==> src/rtl/pc_unit_ras.sv <==
// pc_unit_ras -- fetch-stage program counter with a return-address stack.
//
// Computes the next fetch address from decode control: sequential,
// relative branch, absolute jump, call (push return address), return
// (pop), and halt. Fetch backpressure holds the unit in place. A small
// FSM inserts one bubble after reset and parks the unit in HALT until
// resume.
//
// Ports
//   i_clk        clock, rising edge
//   i_rst_n      asynchronous active-low reset
//   i_ctl        0 SEQ, 1 BR, 2 JMP, 3 CALL, 4 RET, 5 HALT, 6-7 illegal
//   i_br_taken   BR condition
//   i_offset     signed byte offset for BR/CALL
//   i_target     absolute address for JMP
//   i_fetch_rdy  fetch accepts o_pc this cycle
//   i_resume     leave HALT
//   o_pc         current PC
//   o_pc_valid   o_pc is a valid fetch address
//   o_halted     unit is halted
//   o_ras_cnt    live RAS entries
//   o_ras_ovf    pulse: CALL with RAS full (oldest entry overwritten)
//   o_ras_unf    pulse: RET with RAS empty (PC goes to RESET_VEC)
//   o_illegal    pulse: illegal ctl consumed
//
// state | meaning
// BOOT  | one bubble after reset, pc not valid
// RUN   | fetching, pc advances when fetch accepts it
// HALT  | pc held and not valid until resume

module pc_unit_ras #(
  parameter int unsigned            XLEN      = 32,
  parameter int unsigned            OFFSET_W  = 26,
  parameter int unsigned            INSTR_B   = 4,
  parameter int unsigned            RAS_DEPTH = 4,
  parameter logic [XLEN-1:0]        RESET_VEC = '0,
  localparam int unsigned           PTR_W     = $clog2(RAS_DEPTH),
  localparam int unsigned           CNT_W     = PTR_W + 1
) (
  input  logic                i_clk,
  input  logic                i_rst_n,
  input  logic [2:0]          i_ctl,
  input  logic                i_br_taken,
  input  logic [OFFSET_W-1:0] i_offset,
  input  logic [XLEN-1:0]     i_target,
  input  logic                i_fetch_rdy,
  input  logic                i_resume,
  output logic [XLEN-1:0]     o_pc,
  output logic                o_pc_valid,
  output logic                o_halted,
  output logic [CNT_W-1:0]    o_ras_cnt,
  output logic                o_ras_ovf,
  output logic                o_ras_unf,
  output logic                o_illegal
);

  localparam logic [2:0] CTL_SEQ  = 3'd0;
  localparam logic [2:0] CTL_BR   = 3'd1;
  localparam logic [2:0] CTL_JMP  = 3'd2;
  localparam logic [2:0] CTL_CALL = 3'd3;
  localparam logic [2:0] CTL_RET  = 3'd4;
  localparam logic [2:0] CTL_HALT = 3'd5;

  typedef enum logic [1:0] {
    ST_BOOT = 2'd0,
    ST_RUN  = 2'd1,
    ST_HALT = 2'd2
  } state_t;

  state_t            r_state, w_state_nxt;
  logic [XLEN-1:0]   r_pc, w_pc_nxt;
  logic [PTR_W-1:0]  r_top, w_top_nxt;
  logic [CNT_W-1:0]  r_cnt, w_cnt_nxt;
  logic              r_ovf, r_unf, r_ill;
  logic              w_ovf, w_unf, w_ill, w_push;
  logic [XLEN-1:0]   w_seq, w_off_sx, w_ras_top;
  logic              w_full, w_empty;

  // RAS storage; r_top points at the next free slot, so when full it also
  // points at the oldest entry and a push overwrites it naturally.
  logic [XLEN-1:0]   r_ras [RAS_DEPTH];

  assign w_seq     = r_pc + XLEN'(INSTR_B);
  assign w_off_sx  = {{(XLEN-OFFSET_W){i_offset[OFFSET_W-1]}}, i_offset};
  assign w_ras_top = r_ras[r_top - PTR_W'(1)];
  assign w_full    = (r_cnt == CNT_W'(RAS_DEPTH));
  assign w_empty   = (r_cnt == '0);

  always_comb begin
    w_state_nxt = r_state;
    w_pc_nxt    = r_pc;
    w_top_nxt   = r_top;
    w_cnt_nxt   = r_cnt;
    w_push      = 1'b0;
    w_ovf       = 1'b0;
    w_unf       = 1'b0;
    w_ill       = 1'b0;
    case (r_state)
      ST_BOOT: w_state_nxt = ST_RUN;
      ST_RUN: begin
        if (i_fetch_rdy) begin
          case (i_ctl)
            CTL_SEQ: w_pc_nxt = w_seq;
            CTL_BR:  w_pc_nxt = i_br_taken ? (w_seq + w_off_sx) : w_seq;
            CTL_JMP: w_pc_nxt = i_target;
            CTL_CALL: begin
              w_pc_nxt  = w_seq + w_off_sx;
              w_push    = 1'b1;
              w_top_nxt = r_top + PTR_W'(1);
              if (w_full) w_ovf = 1'b1;
              else        w_cnt_nxt = r_cnt + CNT_W'(1);
            end
            CTL_RET: begin
              if (w_empty) begin
                w_pc_nxt = RESET_VEC;
                w_unf    = 1'b1;
              end else begin
                w_pc_nxt  = w_ras_top;
                w_top_nxt = r_top - PTR_W'(1);
                w_cnt_nxt = r_cnt - CNT_W'(1);
              end
            end
            CTL_HALT: begin
              w_pc_nxt    = w_seq;
              w_state_nxt = ST_HALT;
            end
            default: begin
              w_pc_nxt = w_seq;
              w_ill    = 1'b1;
            end
          endcase
        end
      end
      ST_HALT: if (i_resume) w_state_nxt = ST_RUN;
      default: w_state_nxt = ST_BOOT;
    endcase
  end

  always_ff @(posedge i_clk or negedge i_rst_n) begin
    if (!i_rst_n) begin
      r_state <= ST_BOOT;
      r_pc    <= RESET_VEC;
      r_top   <= '0;
      r_cnt   <= '0;
      r_ovf   <= 1'b0;
      r_unf   <= 1'b0;
      r_ill   <= 1'b0;
    end else begin
      r_state <= w_state_nxt;
      r_pc    <= w_pc_nxt;
      r_top   <= w_top_nxt;
      r_cnt   <= w_cnt_nxt;
      r_ovf   <= w_ovf;
      r_unf   <= w_unf;
      r_ill   <= w_ill;
    end
  end

  // Entries need no reset: the count and pointer alone decide what is live.
  always_ff @(posedge i_clk) begin
    if (w_push) r_ras[r_top] <= w_seq;
  end

  assign o_pc       = r_pc;
  assign o_pc_valid = (r_state == ST_RUN);
  assign o_halted   = (r_state == ST_HALT);
  assign o_ras_cnt  = r_cnt;
  assign o_ras_ovf  = r_ovf;
  assign o_ras_unf  = r_unf;
  assign o_illegal  = r_ill;

endmodule

==> config.mk <==
export PLATFORM = sky130hd
export DESIGN_NAME = pc_unit_ras
export DESIGN_NICKNAME = d
export VERILOG_FILES = /design/src/rtl/pc_unit_ras.sv
export SDC_FILE = /design/constraint.sdc
export NUM_CORES = 1
export LEC_CHECK = 0
export CAP_MARGIN = 40
export CORE_MARGIN = 2
export CORE_UTILIZATION = 61
export DETAILED_ROUTE_END_ITERATION = 10
export MAX_ROUTING_LAYER = met4
export PLACE_DENSITY_LB_ADDON = 0.1
export SYNTH_ARGS = -nofsm -noshare
export SYNTH_HDL_FRONTEND = slang
export SYNTH_SLANG_ARGS = --single-unit
==> constraint.sdc <==
create_clock -name i_clk -period 10.35 [get_ports i_clk]
set_input_delay 2.07 -clock i_clk [delete_from_list [all_inputs] [get_ports i_clk]]
set_output_delay 2.07 -clock i_clk [all_outputs]
set_load 0.005 [all_outputs]
==> run_results.csv <==
group,metric,value,unit
routing,drt-initial-drc-count,638,
routing,postRouteAntennaNets,0,
grt,grt_overflow,0,
place,gp_congestion,0.919,
synth,avgSynthCellArea,12.2,um^2
synth,synth_area_leaders,"edfxtp_1 41%, dfrtp_1 11%, mux4_2 7.6%, ha_1 5.4%, a21oi_1 2.7%",
timing,fin_ws,5560,ps
routing,avgViaCountPerCell,6.68,
critical_path,worstPathArrival,4890,ps
synth,synth.top_cell.area_share,40.7,%
die,coreArea,15200,um^2
hold_path,hold_path.startpoint,"r_state[1]",
synth,ys.flop_type,"edfxtp_1",
grt,grt_pass1_wl,38.9,mm
synth,async_reset_ff_share,24.7,%
cts,root_buffer,"clkbuf_16",
die,num_io_pins,106,
place,dpl_cell_area,10700,um^2
timing,finClkSkew,12.5,ps
layout,n_antenna_cell,0,
cts,htreeDepth,4,
routing,wl,25.4,mm
critical_path,crit_path_max_incr_delay,820,ps
critical_path,crit_fanout,33,
layout,drive_gt1_share,11.9,%
critical_path,crit_chain,"clkdlybuf4s50_1 > nand2_1 > or2_2 > nor2_1 > and2_1 > buf_4",
critical_path,cp-start-kind,"primary input",
grt,grt_start_max_net_pins,43,
critical_path,criticalPathCategory,"in -> reg",
power_and_ir_drop,power.total,2.94,mW
critical_path,timing.rr.start,"o_pc[2]",
cts,cts_made_buffers,17,
cts,clock-sinks,170,
timing,setup_viol,0,
routing,route.met2.wl,12.4,mm
die,initial_core_util,62.2,%
timing,fmax,209,MHz
flow_run,maxCapViolCount,0,
cts,cts_resized,0,
synth,synth_cell_types,72,
cts,cts_buffer_depth,2,
synth,syn-num-nets,883,
cts,cts_tree,"yes",
cts,cts_hold_buf,0,
grt,track_usage,32.7,%
grt,antenna_found_initial,0,
timing,hold_violations,0,
place,port_buffers,105,
routing,firstDrtPassIters,5,
die,row_count,45,
die,chipHeight,129,um
timing,setup_tns,0,ps
synth,syn_inst,774,
synth,synth_edf_count,128,
routing,wl_met3,1.91,mm
critical_path,critical_path.slowest_cell,"and2_1",
critical_path,startpoint,"i_fetch_rdy",
hold_path,hold_class,"reg -> reg",
synth,syn_area,9460,um^2
timing,period_minus_slack,4790,ps
cts,clk_latency,430,ps
layout,stdcell_count,1068,
timing,slew_headroom,35.9,%
timing,period_share,46.2,%
critical_path,critPathCaptureType,"register",
place,dp_hpwl,16.7,mm
synth,synth_top_area_cell,"edfxtp_1",
synth,ys_warn_count,0,
routing,route.detailed.wl_per_inst,23.7,um
die,die_w,129,um
layout,final_cell_area,11200,um^2
die,die-area,16500,um^2
routing,top_layer,"met4",
cts,postCtsSetupBuffers,0,
status,status,"finished, final reports clean",
timing,tightest_slew,961,ps
routing,drt-met1-wl,10.6,mm
critical_path,crit_buf_inv,2,
layout,fin_util,74.0,%
power_and_ir_drop,p_leak,4.19,nW
routing,drc,0,
power_and_ir_drop,powerDensity,261,nW/um^2
critical_path,crit_required,10450,ps
synth,synth_seq_cells,170,
layout,syn2layout_area_growth,18.9,%
routing,route.vias.total,7135,
cts,clkSlewWorstSetupHoldPaths,60,ps
synth,yosysSeqAreaShare,51.8,%
timing,rsz0062_at_grt,"no",
critical_path,path_delay_family,"simple AND/OR/NAND/NOR gates",
place,placed_cells,1037,
layout,fin_nets,977,
timing,slew_violations,0,
grt,grt_pass1_vias,7205,
power_and_ir_drop,max-vdd-ir-drop,0.143,mV
place,dp_slack,5190,ps
timing,whs,564,ps
## final timing paths
check / to / slack (ps) / cells past startpoint
worst max-delay path: r_ras[2][29] / 5560 / 6
worst min-delay path: r_state[0] / 560 / 1
worst max register to register: o_pc[31] / 5920 / 16
worst min register to register: r_state[0] / 560 / 1
max in group asynchronous: r_top[0] / 8160 / 2
min in group asynchronous: o_pc[6] / 1740 / 2
## worst reg2reg max path, stage by stage (launching register included)
cell	delay [ps]
dfrtp_1	440
ha_1	240
nand2_1	190
nor4_2	570
nand2_1	190
nor2_1	170
xor2_1	410
ha_1	430
a21o_1	200
a21o_1	190
a21oi_1	140
o21ai_1	100
a31o_1	230
a211oi_1	240
xor2_1	160
or3_1	380
nand3_1	80
## layout by cell type (no fill, tap or decap), types with 4 or more instances in the layout
master	count
o21a_1	4
clkdlybuf4s50_1	104
mux4_2	32
nor2b_1	10
and2_1	8
o21ai_1	9
a211o_1	4
and3_1	11
xor2_1	29
a22oi_1	6
edfxtp_1	128
nor3_1	7
dfrtp_1	41
clkinv_4	4
or3_1	4
nand3_1	23
a21oi_1	51
xnor2_1	25
a221o_1	18
a211oi_1	4
nor2_1	64
buf_4	11
a31oi_1	13
o21ai_0	18
ha_1	41
a21o_1	20
a221oi_1	18
xnor2_2	4
nand2_1	58
clkbuf_16	17
inv_1	13
nand4_1	7
## kinds of logic (layout without fill, tap and decap cells)
| family | count (synthesis) | in the layout | synth area share [%] |
|---|---|---|---|
| DFF | 170 | 170 | 51.8 |
| muxes | 34 | 34 | 7.85 |
| AOI/OAI and AO/OA | 198 | 198 | 15.0 |
| buffers and inverters | 56 | 162 | 2.51 |
| adders and majority gates | 43 | 43 | 5.85 |
| xor gates and xnor gates | 58 | 58 | 5.69 |
| and+or+nand+nor | 215 | 215 | 11.3 |
## Yosys cell counts (3+ instances only)
master	number
edfxtp_1	128
nor2_1	65
nand2_1	58
a21oi_1	51
dfrtp_1	42
ha_1	41
mux4_2	32
xor2_1	29
clkbuf_1	27
xnor2_1	25
nand3_1	23
a21o_1	20
a221o_1	18
a221oi_1	18
o21ai_0	18
a31oi_1	13
buf_2	13
inv_1	13
nor2b_1	12
and3_1	11
o21ai_1	9
and2_1	8
nand4_1	7
nor3_1	7
a22oi_1	6
a211o_1	4
a211oi_1	4
o21a_1	4
or3_1	4
xnor2_2	4
a21boi_1	3
a21oi_2	3
buf_4	3
nand2b_1	3
o22ai_1	3
## routing by layer
metal | up-vias | track usage, %
met3 | 41 | 6.74
met5 | - | -
met1 | 3580 | 43.1
met2 | 352 | 51.4
met4 | 0 | 10.6
li1 | 3162 | -
## cell type report
class | count | area, um^2
sequential | 170 | 4900
multi-input combinational | 548 | 4340
fill | 1010 | 3960
timing repair buffer | 118 | 1140
clock buffer | 19 | 443
tap | 188 | 235
clock inverter | 12 | 143
inverter | 13 | 48.8
## where the power goes
part / switching [mW] / internal, mW
sequential: 0.111 / 0.870
clock: 0.275 / 0.365
combinational: 0.727 / 0.590
total: 1.11 / 1.82
## registers in the layout (all words and copies together), names as in the netlist
| signal | count |
|---|---|
| o_illegal | 1 |
| o_pc | 32 |
| o_ras_cnt | 3 |
| o_ras_ovf | 1 |
| o_ras_unf | 1 |
| r_ras | 128 |
| r_state | 2 |
| r_top | 2 |
Power figures use the tool's default switching activity.
